### src/rtl/out_alu_control_unit_if.sv
// Bundle between the ALU result side, the output controller and FIFO_OUT.
// Result handshake: a source presents *_valid_res with result/id; the word is
// taken on a rising edge where *_valid_res & *_res_ready are both high, and the
// source must hold it stable until then. w_en_out is a one-cycle write strobe.
interface out_alu_control_unit_if #(
  parameter int DATA_SIZE      = 16,
  parameter int ID_SIZE        = 8,
  parameter int OPERATION_SIZE = 2,
  parameter int CNT_SIZE       = 16
);
  localparam int FIFO_OUT_WIDTH = DATA_SIZE + ID_SIZE + OPERATION_SIZE;

  logic                      a_valid_res;
  logic [DATA_SIZE-1:0]      a_result;
  logic [ID_SIZE-1:0]        a_id;
  logic                      a_res_ready;
  logic                      m_valid_res;
  logic [DATA_SIZE-1:0]      m_result;
  logic [ID_SIZE-1:0]        m_id;
  logic                      m_res_ready;
  logic                      full_out;
  logic                      w_en_out;
  logic [FIFO_OUT_WIDTH-1:0] fifo_out_data;
  logic [CNT_SIZE-1:0]       wr_count;

  modport master (
    output a_valid_res, a_result, a_id, m_valid_res, m_result, m_id, full_out,
    input  a_res_ready, m_res_ready, w_en_out, fifo_out_data, wr_count
  );

  modport slave (
    input  a_valid_res, a_result, a_id, m_valid_res, m_result, m_id, full_out,
    output a_res_ready, m_res_ready, w_en_out, fifo_out_data, wr_count
  );
endinterface

### src/rtl/out_alu_control_unit.sv
// Output stage of the ALU: one holding register per result source, a
// round-robin arbiter, and single-cycle writes of {result, id, op} to FIFO_OUT.
module out_alu_control_unit #(
  parameter int DATA_SIZE      = 16,
  parameter int ID_SIZE        = 8,
  parameter int OPERATION_SIZE = 2,
  parameter int CNT_SIZE       = 16
) (
  input logic                  clk,
  input logic                  rst_n,
  out_alu_control_unit_if.slave bus
);
  localparam int FIFO_OUT_WIDTH = DATA_SIZE + ID_SIZE + OPERATION_SIZE;
  localparam logic [OPERATION_SIZE-1:0] OP_ADD = OPERATION_SIZE'(1);
  localparam logic [OPERATION_SIZE-1:0] OP_MUL = OPERATION_SIZE'(2);

  typedef enum logic {SRC_ADD = 1'b0, SRC_MUL = 1'b1} src_e;

  logic [DATA_SIZE-1:0]      a_res_q, a_res_d, m_res_q, m_res_d;
  logic [ID_SIZE-1:0]        a_id_q, a_id_d, m_id_q, m_id_d;
  logic                      a_vld_q, a_vld_d, m_vld_q, m_vld_d;
  src_e                      last_grant_q, last_grant_d;
  logic                      w_en_q, w_en_d;
  logic [FIFO_OUT_WIDTH-1:0] data_q, data_d;
  logic [CNT_SIZE-1:0]       wr_count_d, wr_count_q;
  logic                      grant;
  logic                      pick_m;

  always_comb begin
    a_res_d      = a_res_q;
    a_id_d       = a_id_q;
    a_vld_d      = a_vld_q;
    m_res_d      = m_res_q;
    m_id_d       = m_id_q;
    m_vld_d      = m_vld_q;
    last_grant_d = last_grant_q;
    data_d       = data_q;
    wr_count_d   = wr_count_q;
    w_en_d       = 1'b0;

    // Blocking on w_en_q spaces writes so full_out has caught up before the next grant.
    grant  = !bus.full_out && !w_en_q && (a_vld_q || m_vld_q);
    pick_m = m_vld_q && (!a_vld_q || last_grant_q == SRC_ADD);

    // Capture only into an empty register, so capture and grant never collide.
    if (bus.a_valid_res && !a_vld_q) begin
      a_res_d = bus.a_result;
      a_id_d  = bus.a_id;
      a_vld_d = 1'b1;
    end
    if (bus.m_valid_res && !m_vld_q) begin
      m_res_d = bus.m_result;
      m_id_d  = bus.m_id;
      m_vld_d = 1'b1;
    end

    if (grant) begin
      w_en_d     = 1'b1;
      wr_count_d = wr_count_q + CNT_SIZE'(1);
      if (pick_m) begin
        data_d       = {m_res_q, m_id_q, OP_MUL};
        m_vld_d      = 1'b0;
        last_grant_d = SRC_MUL;
      end else begin
        data_d       = {a_res_q, a_id_q, OP_ADD};
        a_vld_d      = 1'b0;
        last_grant_d = SRC_ADD;
      end
    end
  end

  always_ff @(posedge clk or negedge rst_n) begin
    if (!rst_n) begin
      a_res_q      <= '0;
      a_id_q       <= '0;
      a_vld_q      <= 1'b0;
      m_res_q      <= '0;
      m_id_q       <= '0;
      m_vld_q      <= 1'b0;
      last_grant_q <= SRC_MUL;
      w_en_q       <= 1'b0;
      data_q       <= '0;
      wr_count_q   <= '0;
    end else begin
      a_res_q      <= a_res_d;
      a_id_q       <= a_id_d;
      a_vld_q      <= a_vld_d;
      m_res_q      <= m_res_d;
      m_id_q       <= m_id_d;
      m_vld_q      <= m_vld_d;
      last_grant_q <= last_grant_d;
      w_en_q       <= w_en_d;
      data_q       <= data_d;
      wr_count_q   <= wr_count_d;
    end
  end

  assign bus.a_res_ready   = !a_vld_q;
  assign bus.m_res_ready   = !m_vld_q;
  assign bus.w_en_out      = w_en_q;
  assign bus.fifo_out_data = data_q;
  assign bus.wr_count      = wr_count_q;
endmodule
### src/flat_wrapper.sv
// flat-port wrapper written by rule: the top's interface ports become plain ports
module out_alu_control_unit_flat 
#(
  parameter int DATA_SIZE      = 16,
  parameter int ID_SIZE        = 8,
  parameter int OPERATION_SIZE = 2,
  parameter int CNT_SIZE       = 16
)
  (clk, rst_n, bus_a_valid_res, bus_a_result, bus_a_id, bus_m_valid_res, bus_m_result, bus_m_id, bus_full_out, bus_a_res_ready, bus_m_res_ready, bus_w_en_out, bus_fifo_out_data, bus_wr_count);
  out_alu_control_unit_if #(.DATA_SIZE(DATA_SIZE), .ID_SIZE(ID_SIZE), .OPERATION_SIZE(OPERATION_SIZE), .CNT_SIZE(CNT_SIZE)) bus_i ();
  input logic clk;
  input logic rst_n;
  input wire logic [$bits(bus_i.a_valid_res)-1:0] bus_a_valid_res;
  input wire logic [$bits(bus_i.a_result)-1:0] bus_a_result;
  input wire logic [$bits(bus_i.a_id)-1:0] bus_a_id;
  input wire logic [$bits(bus_i.m_valid_res)-1:0] bus_m_valid_res;
  input wire logic [$bits(bus_i.m_result)-1:0] bus_m_result;
  input wire logic [$bits(bus_i.m_id)-1:0] bus_m_id;
  input wire logic [$bits(bus_i.full_out)-1:0] bus_full_out;
  output wire logic [$bits(bus_i.a_res_ready)-1:0] bus_a_res_ready;
  output wire logic [$bits(bus_i.m_res_ready)-1:0] bus_m_res_ready;
  output wire logic [$bits(bus_i.w_en_out)-1:0] bus_w_en_out;
  output wire logic [$bits(bus_i.fifo_out_data)-1:0] bus_fifo_out_data;
  output wire logic [$bits(bus_i.wr_count)-1:0] bus_wr_count;
  assign bus_i.a_valid_res = bus_a_valid_res;
  assign bus_i.a_result = bus_a_result;
  assign bus_i.a_id = bus_a_id;
  assign bus_i.m_valid_res = bus_m_valid_res;
  assign bus_i.m_result = bus_m_result;
  assign bus_i.m_id = bus_m_id;
  assign bus_i.full_out = bus_full_out;
  assign bus_a_res_ready = bus_i.a_res_ready;
  assign bus_m_res_ready = bus_i.m_res_ready;
  assign bus_w_en_out = bus_i.w_en_out;
  assign bus_fifo_out_data = bus_i.fifo_out_data;
  assign bus_wr_count = bus_i.wr_count;
  out_alu_control_unit #(.DATA_SIZE(DATA_SIZE), .ID_SIZE(ID_SIZE), .OPERATION_SIZE(OPERATION_SIZE), .CNT_SIZE(CNT_SIZE)) u_core (.clk(clk), .rst_n(rst_n), .bus(bus_i));
endmodule
### config.mk
export PLATFORM = sky130hd
export DESIGN_NAME = out_alu_control_unit_flat
export DESIGN_NICKNAME = d
export VERILOG_FILES = /design/src/rtl/out_alu_control_unit_if.sv /design/src/rtl/out_alu_control_unit.sv /design/src/flat_wrapper.sv
export SDC_FILE = /design/constraint.sdc
export NUM_CORES = 1
export LEC_CHECK = 0
export ABC_AREA = 1
export ABC_CLOCK_PERIOD_IN_PS = 1400
export BUFFER_PORTS_ARGS = -buffer_cell sky130_fd_sc_hd__buf_2
export CAP_MARGIN = 25
export CORE_MARGIN = 3
export CORE_UTILIZATION = 35
export DETAILED_ROUTE_END_ITERATION = 10
export GPL_ROUTABILITY_DRIVEN = 0
export MAX_ROUTING_LAYER = met4
export PLACE_DENSITY = 0.65
export SYNTH_ARGS = -nofsm -noshare
export SYNTH_HDL_FRONTEND = slang
export SYNTH_SLANG_ARGS = --single-unit
### constraint.sdc
create_clock -name clk -period 1.4 [get_ports clk]
set_input_delay 0.21 -clock clk [delete_from_list [all_inputs] [get_ports clk]]
set_output_delay 0.21 -clock clk [all_outputs]
set_load 0.01 [all_outputs]
==> run metrics <==
Synth Register Bits=between 90 and 100; per-cell routed wire length=14.3 µm; Tcrit/Tclk final=95.4%; Worst Hold Class=in -> reg; CP max stage cell=dfrtp_1; DRT Pass-1 Iters=4; RSZ-0062 raised after global routing=yes; time the worst path needs with I/O delays and setup=around 1300 ps; Ports=just under 100; P_leak=2.47 nW; crit path max fanout=5; Gate Count Post-Synth=377; most common cell after layout, fill and taps aside=nand2_1; Clock Skew=approximately 4.4 ps; max cap viols=0; worst slack at placement=between 15 and 20 ps; Worst EP required=around 1600 ps; layout cell share with drive strength beyond 1=38.4%; Starting Density=around 36%; clk root buf=clkbuf_16; vias in the first global route=3070; height of the die=113 µm; Seq/Total Area, Yosys=about three fifths; area grow syn2layout=26.0%; synth top area cells=dfrtp_1 58%, mux2_2 12%, nand2_1 10%; Num CTS Buffers=9; yosys warns=0; Detailed Route Iter0 Violations=211; first-pass GRT wire length=~15 mm; CP max stage delay=430 ps; Max clock buf depth=2; Final Instance Area=approximately 0.005 mm²; dpl hpwl=between 6 and 7 mm; Mapped Nets=roughly 430; GR Util All Layers=about 16%; most numerous cell on the critical path=nand2_1; TritonCTS clock tree=done; H-Tree Depth=3; CTS sink count=94; die area=approximately 0.013 mm²; input/output buffers=a little under 100; fillers=1026; status=finished clean; most frequent cells in the layout=109 x nand2_1, 96 x buf_2, 93 x dfrtp_1; Final nets=between 500 and 600; aggregate global routing overflow=0; area fraction of the dominant cell type after synthesis=about three fifths; final wirelength=~9.0 mm; Residual DRC=0; overall power=between 10 and 15 mW; area leader, netlist=dfrtp_1; Vias/cell=~4.8; Hold Vio Cnt, Final=0; Placeable Area=about 0.011 mm²; PwrDens=2010 mW/mm²; Worst-Margin Slew=between 200 and 300 ps; WP data arrival=1560 ps; standard-cell rows=38; Worst Setup End Kind=register; largest net degree at the start of global routing=31; antenna violations before repair=1; DP Area=between 0.004 and 0.005 mm²; Max Clk Rate=about 0.75 GHz; Post-Syn Area=0.00400 mm²; final setup vio count=0; crit path cell chain=nand2_1 -> nor2_1 -> inv_1 -> nor2_2 -> nand3_1 -> nand2_1 -> nand2_1; worst-skew pair later-pin latency=around 340 ps; library cells used by synthesis=31; Slew Viols, Final=0; die width=approximately 110 µm; fin worst setup slack=around 65 ps; Crit Path Class=reg -> reg; Startpoint Class=register; Slew headroom=between 80% and 90%; peak supply drop=about 1.0 mV; Avg Inst Size Synth=10.6 µm²; post-route ant nets=0; DR vias=3004; clock-pin slew on the worst setup and hold paths=around 60 ps
-- final timing paths --
| kind | start | end | slack (ps) | cells past startpoint |
|---|---|---|---|---|
| max reg2reg | u_core.bus.wr_count[6] | u_core.bus.wr_count[13] | 60 | 7 |
| max in group asynchronous | rst_n | u_core.m_id_q[6] | 610 | 3 |
| min in group asynchronous | rst_n | u_core.bus.wr_count[10] | 280 | 2 |
| min | bus_m_result[9] | u_core.m_res_q[9] | 100 | 2 |
| min reg2reg | u_core.a_res_q[6] | u_core.bus.fifo_out_data[16] | 480 | 2 |
| max | u_core.bus.wr_count[6] | u_core.bus.wr_count[13] | 60 | 7 |
-- routing by layer --
layer | share of wire [%] | vias up | global-route usage, %
li1 | - | 1436 | -
met5 | 0 | - | -
met3 | 6.0 | 13 | 3.90
met2 | 46 | 92 | 23.7
met1 | 46 | 1463 | 20.5
met4 | 1.6 | 0 | 5.85
-- worst max-delay path, delay by kind of cell, from the launching register on --
| family | cells | cell delay, ps |
|---|---|---|
| buffers and inverters | 1 | 60 |
| flip-flops | 1 | 430 |
| AND/OR/NAND/NOR | 6 | 730 |
-- synthesized netlist by cell type, drive strengths merged --
library cell	count
a21oi	5
buf	12
clkbuf	1
dfrtp	93
dfstp	1
ha	1
inv	24
mux2	43
nand2	115
nand3	28
nand3b	1
nand4	3
nor2	34
nor3	2
o211ai	5
o21ai	2
xnor2	5
xor2	2
-- sequential cells by signal, summed over array words and instances, names as in the netlist --
signal                    flops
u_core.last_grant_q           1
u_core.m_vld_q                1
u_core.a_res_q               16
u_core.bus.w_en_out           1
u_core.bus.wr_count          16
u_core.a_vld_q                1
u_core.m_id_q                 8
u_core.bus.fifo_out_data     26
u_core.a_id_q                 8
u_core.m_res_q               16
-- where the power goes --
group / internal [mW] / total [mW] / switching [mW]
Clock: 1.34 / 2.33 / 0.986
Combinational: 1.55 / 3.19 / 1.65
Sequential: 3.93 / 4.61 / 0.681
Total: 6.82 / 10.1 / 3.31
-- metrics by stage --
| step | TNS [ps] | cells | hold slack (ps) | util, % |
|---|---|---|---|---|
| 2_1_floorplan | 0 | 377 | -85.6 | - |
| 3_3_place_gp | 0 | 612 | 99.2 | 42.7 |
| 3_5_place_dp | 0 | 612 | 104 | 42.7 |
| 4_1_cts | 0 | 629 | 87.9 | 45.4 |
| 5_1_grt | -78.1 | 631 | 92.5 | 45.9 |
| 6_report | 0 | 631 | 101 | 45.9 |
-- layout make-up --
class / instances / area, µm² / area share, %
clock inverter: 3 / 17.5 / 0.348
timing repair buffer: 110 / 651 / 12.9
clock buffer: 13 / 270 / 5.37
tap: 140 / 175 / 3.48
sequential: 94 / 2350 / 46.7
antenna: 1 / 2.50 / 0.0497
inverter: 24 / 108 / 2.14
multi-input combinational: 246 / 1460 / 29.0
-- cell families (layout without fill, tap and decap cells) --
group           count (synthesis)  count (layout)  synth area share (%)
flops                          94              94                  58.9
compound gates                 12              12                  1.82
other cells                     0               1                     0
xor+xnor                        7               7                  1.53
mux                            43              43                  12.1
simple gates                  183             183                  20.0
fa+ha+maj                       1               1                 0.313
buf+inv                        37             150                  5.32
-- timing repair --
| action | 4_1_cts | 5_1_grt |
|---|---|---|
| endpoints found under the setup margin | 0 | 29 |
| setup buffers | 0 | 1 |
| gates resized for setup | 0 | 12 |
| hold endpoints to repair | 11 | 0 |
| hold buffers | 1 | 0 |
Power figures use the tool's default switching activity.
